--- config.mk ---
export PLATFORM = sky130hd
export DESIGN_NAME = video_mixer_nch
export DESIGN_NICKNAME = d
export VERILOG_FILES = /design/src/rtl/video_mixer_nch.sv
export SDC_FILE = /design/constraint.sdc
export NUM_CORES = 1
export LEC_CHECK = 0
export ABC_AREA = 1
export CAP_MARGIN = 15
export CORE_MARGIN = 10
export CORE_UTILIZATION = 30
export CTS_BUF_LIST = sky130_fd_sc_hd__clkbuf_4 sky130_fd_sc_hd__clkbuf_8 sky130_fd_sc_hd__clkbuf_16
export DETAILED_ROUTE_END_ITERATION = 12
export HOLD_SLACK_MARGIN = 0.12
export SETUP_SLACK_MARGIN = 0.3
export SLEW_MARGIN = 5
export SYNTH_ARGS = -nofsm -noshare
export SYNTH_HDL_FRONTEND = slang
export SYNTH_SLANG_ARGS = --single-unit
--- constraint.sdc ---
create_clock -name clk -period 1.8 [get_ports clk]
set_clock_uncertainty 0.2 [all_clocks]
set_input_delay 0.18 -clock clk [delete_from_list [all_inputs] [get_ports clk]]
set_output_delay 0.18 -clock clk [all_outputs]
set_load 0.03 [all_outputs]
--- src/rtl/video_mixer_nch.sv ---
// rtl/video_mixer_nch.sv - N-source RGB mixer with vsync-shadowed controls and bit-replicated output.
// Optional field blink via VIDEO_MIXER_BLINK_EN.
module video_mixer_nch #(
  parameter int NUM_SOURCES = 2,
  parameter int BITS_IN     = 1,
  parameter int BITS_OUT    = 6
) (
  input  logic                               clk,
  input  logic                               reset,
  input  logic                               pixelEn,
  input  logic                               vsync,
  input  logic                               displayEnableIn,
  input  logic [NUM_SOURCES*3*BITS_IN-1:0]   sourcesIn,
  input  logic [NUM_SOURCES-1:0]             sourceEnable,
  input  logic [1:0]                         mode,
  input  logic [3*BITS_IN-1:0]               keyColour,
  input  logic [2:0]                         forceSel,
`ifdef VIDEO_MIXER_BLINK_EN
  input  logic [NUM_SOURCES-1:0]             blinkMask,
`endif
  output logic [BITS_OUT-1:0]                redOut,
  output logic [BITS_OUT-1:0]                greenOut,
  output logic [BITS_OUT-1:0]                blueOut,
  output logic                               displayEnableOut
);

  localparam int PW = 3 * BITS_IN;
  localparam int SW = NUM_SOURCES * PW;

  typedef enum logic [1:0] {
    M_PRIORITY = 2'd0,
    M_KEY      = 2'd1,
    M_XOR      = 2'd2,
    M_FORCE    = 2'd3
  } mode_t;

  logic                   vsync_q;
  logic                   vs_rise;
  logic [NUM_SOURCES-1:0] sh_en;
  mode_t                  sh_mode;
  logic [PW-1:0]          sh_key;
  logic [2:0]             sh_force;
  logic [NUM_SOURCES-1:0] en_eff;

  assign vs_rise = vsync & ~vsync_q;

  always_ff @(posedge clk or posedge reset) begin
    if (reset) begin
      vsync_q  <= 1'b0;
      sh_en    <= '0;
      sh_mode  <= M_PRIORITY;
      sh_key   <= '0;
      sh_force <= '0;
    end else begin
      vsync_q <= vsync;
      if (vs_rise) begin
        sh_en    <= sourceEnable;
        sh_mode  <= mode_t'(mode);
        sh_key   <= keyColour;
        sh_force <= forceSel;
      end
    end
  end

`ifdef VIDEO_MIXER_BLINK_EN
  logic [NUM_SOURCES-1:0] sh_blink;
  logic [4:0]             field_cnt;

  always_ff @(posedge clk or posedge reset) begin
    if (reset) begin
      sh_blink  <= '0;
      field_cnt <= '0;
    end else if (vs_rise) begin
      sh_blink  <= blinkMask;
      field_cnt <= field_cnt + 5'd1;
    end
  end

  assign en_eff = sh_en & ~(field_cnt[4] ? sh_blink : '0);
`else
  assign en_eff = sh_en;
`endif

  // Controls travel with the pixel so a vsync edge never retimes pixels already in flight.
  logic [SW-1:0]          s1_pix;
  logic                   s1_de;
  logic [NUM_SOURCES-1:0] s1_en;
  mode_t                  s1_mode;
  logic [PW-1:0]          s1_key;
  logic [2:0]             s1_force;
  logic [NUM_SOURCES-1:0] non_black;
  logic [NUM_SOURCES-1:0] not_key;
  logic [PW-1:0]          sel;
  logic [PW-1:0]          s2_col;
  logic                   s2_de;

  always_comb begin
    non_black = '0;
    not_key   = '0;
    for (int s = 0; s < NUM_SOURCES; s++) begin
      non_black[s] = |s1_pix[s*PW +: PW];
      not_key[s]   = s1_pix[s*PW +: PW] != s1_key;
    end
  end

  // Ascending scans let the highest-index qualifying source win.
  always_comb begin
    sel = '0;
    case (s1_mode)
      M_PRIORITY: begin
        for (int s = 0; s < NUM_SOURCES; s++)
          if (s1_en[s] && non_black[s]) sel = s1_pix[s*PW +: PW];
      end
      M_KEY: begin
        if (s1_en[0]) sel = s1_pix[PW-1:0];
        for (int s = 1; s < NUM_SOURCES; s++)
          if (s1_en[s] && not_key[s]) sel = s1_pix[s*PW +: PW];
      end
      M_XOR: begin
        for (int s = 0; s < NUM_SOURCES; s++)
          if (s1_en[s]) sel = sel ^ s1_pix[s*PW +: PW];
      end
      default: begin
        for (int s = 0; s < NUM_SOURCES; s++)
          if ((int'(s1_force) == s) && s1_en[s]) sel = s1_pix[s*PW +: PW];
      end
    endcase
  end

  function automatic logic [BITS_OUT-1:0] expand(input logic [BITS_IN-1:0] c);
    logic [BITS_OUT-1:0] r;
    r = '0;
    for (int i = 0; i < BITS_OUT; i++)
      r[BITS_OUT-1-i] = c[BITS_IN-1-(i % BITS_IN)];
    return r;
  endfunction

  always_ff @(posedge clk or posedge reset) begin
    if (reset) begin
      s1_pix           <= '0;
      s1_de            <= 1'b0;
      s1_en            <= '0;
      s1_mode          <= M_PRIORITY;
      s1_key           <= '0;
      s1_force         <= '0;
      s2_col           <= '0;
      s2_de            <= 1'b0;
      redOut           <= '0;
      greenOut         <= '0;
      blueOut          <= '0;
      displayEnableOut <= 1'b0;
    end else if (pixelEn) begin
      s1_pix           <= sourcesIn;
      s1_de            <= displayEnableIn;
      s1_en            <= en_eff;
      s1_mode          <= sh_mode;
      s1_key           <= sh_key;
      s1_force         <= sh_force;
      s2_col           <= sel;
      s2_de            <= s1_de;
      redOut           <= s2_de ? expand(s2_col[3*BITS_IN-1:2*BITS_IN]) : '0;
      greenOut         <= s2_de ? expand(s2_col[2*BITS_IN-1:BITS_IN])   : '0;
      blueOut          <= s2_de ? expand(s2_col[BITS_IN-1:0])           : '0;
      displayEnableOut <= s2_de;
    end
  end

endmodule
==> flow_summary.toml <==
[worst_setup_path]
critPathMaxStageDelay_ns = 0.46
crit_slowest_cell = "dfrtp_2"
worstPathArrival_ns = 1.46
required_ns = 1.77
crit_family = "simple AND/OR/NAND/NOR gates"
r2r-start = "s1_pix[5]"
crit_chain = "inv_2 -> nand2_1 -> nand2_2 -> nand3_4 -> nand2_4 -> nand2_1 -> nand3_1 -> nand2_1 -> nand2_1 -> nand2_1"
endpoint_kind = "flip-flop"
startpoint_type = "flip-flop"
crit_buf_inv = 1
worstSetupPathType = "reg -> reg"
critPathMaxFanout = 4
reg2reg_depth = 10
ff2ff_setup_slack_ns = 0.31
cpMostUsedCell = "nand2_1"
r2r-end = "s2_col[1]"

[power]
switchingPower_mw = 0.745
power_frac_comb_pct = 27.5
ir_drop_mv = 0.474
clkPwrFrac_pct = 26.9
power_density_nw_per_um2 = 944
swShare_pct = 33.0
p_leak_nw = 1.15
power.internal_mw = 1.51
seqPwrFrac_pct = 45.6

[detailed_routing]
viasPerCell = 4.43
wl_microns = 4100
dr.pass1.iters = 4
route.detailed.drc = 0
antenna_left = 0
vias = 1443
drt-initial-drc-count = 154
wl_per_cell_microns = 12.6

[final_layout]
final_cell_mix = "nand2_1, dfrtp_1, clkdlybuf4s50_1"
ff_latch_area_sq_um = 906
nets = 271
fillCellCount = 613
area_growth_pct = 32.3
multiInputGateArea_sq_um = 752
antennaDiodeCount = 0
layout_commonest_cell = "nand2_1"
drive_gt1_share_pct = 24.3

[die]
core_sq_um = 5890
ios = 40
dieWidth_microns = 97.6
initial_core_util_pct = 30.7
die_area_sq_um = 9530
rows = 28
die_height_microns = 97.6

[global_route]
overflow = 0
grt_pass1_vias = 1470
grtUsageTotal_pct = 9.11
grt_max_degree = 37
grt_pass1_wl_microns = 7100
antenna_found_initial = 0

[job]
maxCapViolCount = 0

[yosys]
synthDistinctLibCells = 20
yosys_warnings = 0
netlist_area_sq_um = 1810
ys_seq_elements = 36
netlist_instances = 216
seq_area_frac_synth_pct = 49.9
synth_nets = 237
synth.avg_cell_area_sq_um = 8.36

[hold_path]
worstHoldStart = "vsync"
hold_class = "in -> reg"
hold-path-endpoint = "vsync_q"
min_path_cells = 1

[sta]
period_share_pct = 82.8
setup_viol = 0
max_freq_ghz = 0.671
fin_tns_setup_ns = 0
worst_slew_pin_slew_ns = 0.441
drv_slew = 0
grt_setup_unrepaired = "yes"
finalHoldViolations = 0
maxSlewHeadroom_pct = 70.5
final.setup.worst_slack_ns = 0.310
finalCriticalPeriod_ns = 1.49

[placement]
place.gp.congestion = 0.795
dp_hpwl_microns = 2990
io_buffer_count = 39
pre_cts_ws_ns = 0.106

[run_status]
status = "complete, no violations"

[cts]
path_clk_slew_ns = 0.07
cts_sinks = 36
cts-root-buf = "clkbuf_8"
cts-htree-levels = 2
cts_tree = "built"
insertion_delay_ns = 0.29
cts_buffers = 5
clock_path_buffers = 2
sequential cells by signal, summed over array words and instances (netlist names), 2 cells and up:
signal and cells:
sh_force 3, s1_key 3, en_eff 2, sh_key 3, s1_force 3, s1_en 2
s2_col 3, s1_pix 6, s1_mode 2, sh_mode 2
worst max-delay path by stage:
stage,from,endpoint,slack [ns],depth (start not counted)
finish,s1_pix[5],s2_col[1],0.31,10
global route,s1_pix[4],s2_col[1],0.19,8
detailed placement,vsync,sh_key[0],0.11,3
floorplan,s1_en[1],s2_col[0],0.41,8
CTS,blueOut[4],blueOut[2],0.25,1
global placement,vsync,sh_mode[1],0.15,3
power groups by stage:
| stage | clock (mW) | sequential, mW | combinational, mW |
|---|---|---|---|
| finish | 0.607 | 1.03 | 0.621 |
| detailed placement | 0 | 1.04 | 0.603 |
| global route | 0.665 | 1.05 | 0.697 |
| floorplan | 0 | 1.03 | 0.431 |
| CTS | 0.628 | 1.02 | 0.597 |
| global placement | 0 | 1.03 | 0.594 |
worst register-to-register path, cell delays in order, from the launching register on:
cell	delay, ns
dfrtp_2	0.46
inv_2	0.09
nand2_1	0.06
nand2_2	0.07
nand3_4	0.10
nand2_4	0.10
nand2_1	0.05
nand3_1	0.06
nand2_1	0.05
nand2_1	0.07
nand2_1	0.07
layer usage:
metal	wire, microns	track usage, %	share of wire, %
met1	1790	10.6	44
met2	1960	14.7	48
met5	0	0	0
met3	253	3.13	6.2
met4	89	4.14	2.2
Yosys cell counts, drive strengths merged:
master  count  area, sq um
clkinv      3         11.3
xnor2       3         26.3
nand2      94          365
nand4       6         37.5
clkbuf      4         15.0
mux2       10          113
dfrtp      36          901
nor2        4         15.0
o21ai      10         50.1
o21a        1         7.51
nand3      14         80.1
inv        13         51.3
a21oi       1         5.00
buf        17          129
repair_timing:
action | CTS | global route
pin swaps | 0 | 6
endpoints found under the hold margin | 36 | 0
gates cloned | 0 | 0
endpoints found under the setup margin | 22 | 15
hold buffers | 1 | 0
resized for setup | 53 | 21
setup buffers | 2 | 3
kinds of logic after synthesis:
family	count (synthesis)	synth area share, %
muxes	10	6.23
DFF	36	49.9
xor gates and xnor gates	3	1.45
buffers and inverters	37	11.4
and+or+nand+nor	118	27.6
AOI/OAI and AO/OA	12	3.46
area by class of cell:
cell class                      count  area share [%]
Clock inverter                      1           0.314
Tap cell                           75            3.92
Timing Repair Buffer               48            20.0
Inverter                           16            2.62
Sequential cell                    36            37.9
Clock buffer                        7            3.77
Multi-Input combinational cell    143            31.4
stage by stage:
| stage | power, mW | std cells | area [sq um] | utilization (%) | hold slack (ns) |
|---|---|---|---|---|---|
| after global routing | 2.41 | 326 | 2390 | 40.6 | 0.153 |
| after global placement | 1.62 | 312 | 2180 | 37.1 | 0.255 |
| final | 2.26 | 326 | 2390 | 40.6 | 0.162 |
| after floorplan | 1.46 | 216 | 1810 | - | 0.0114 |
| after detailed placement | 1.64 | 312 | 2180 | 37.1 | 0.255 |
| after CTS | 2.25 | 323 | 2320 | 39.5 | 0.154 |
No activity file was read; power rests on OpenSTA's default activity.
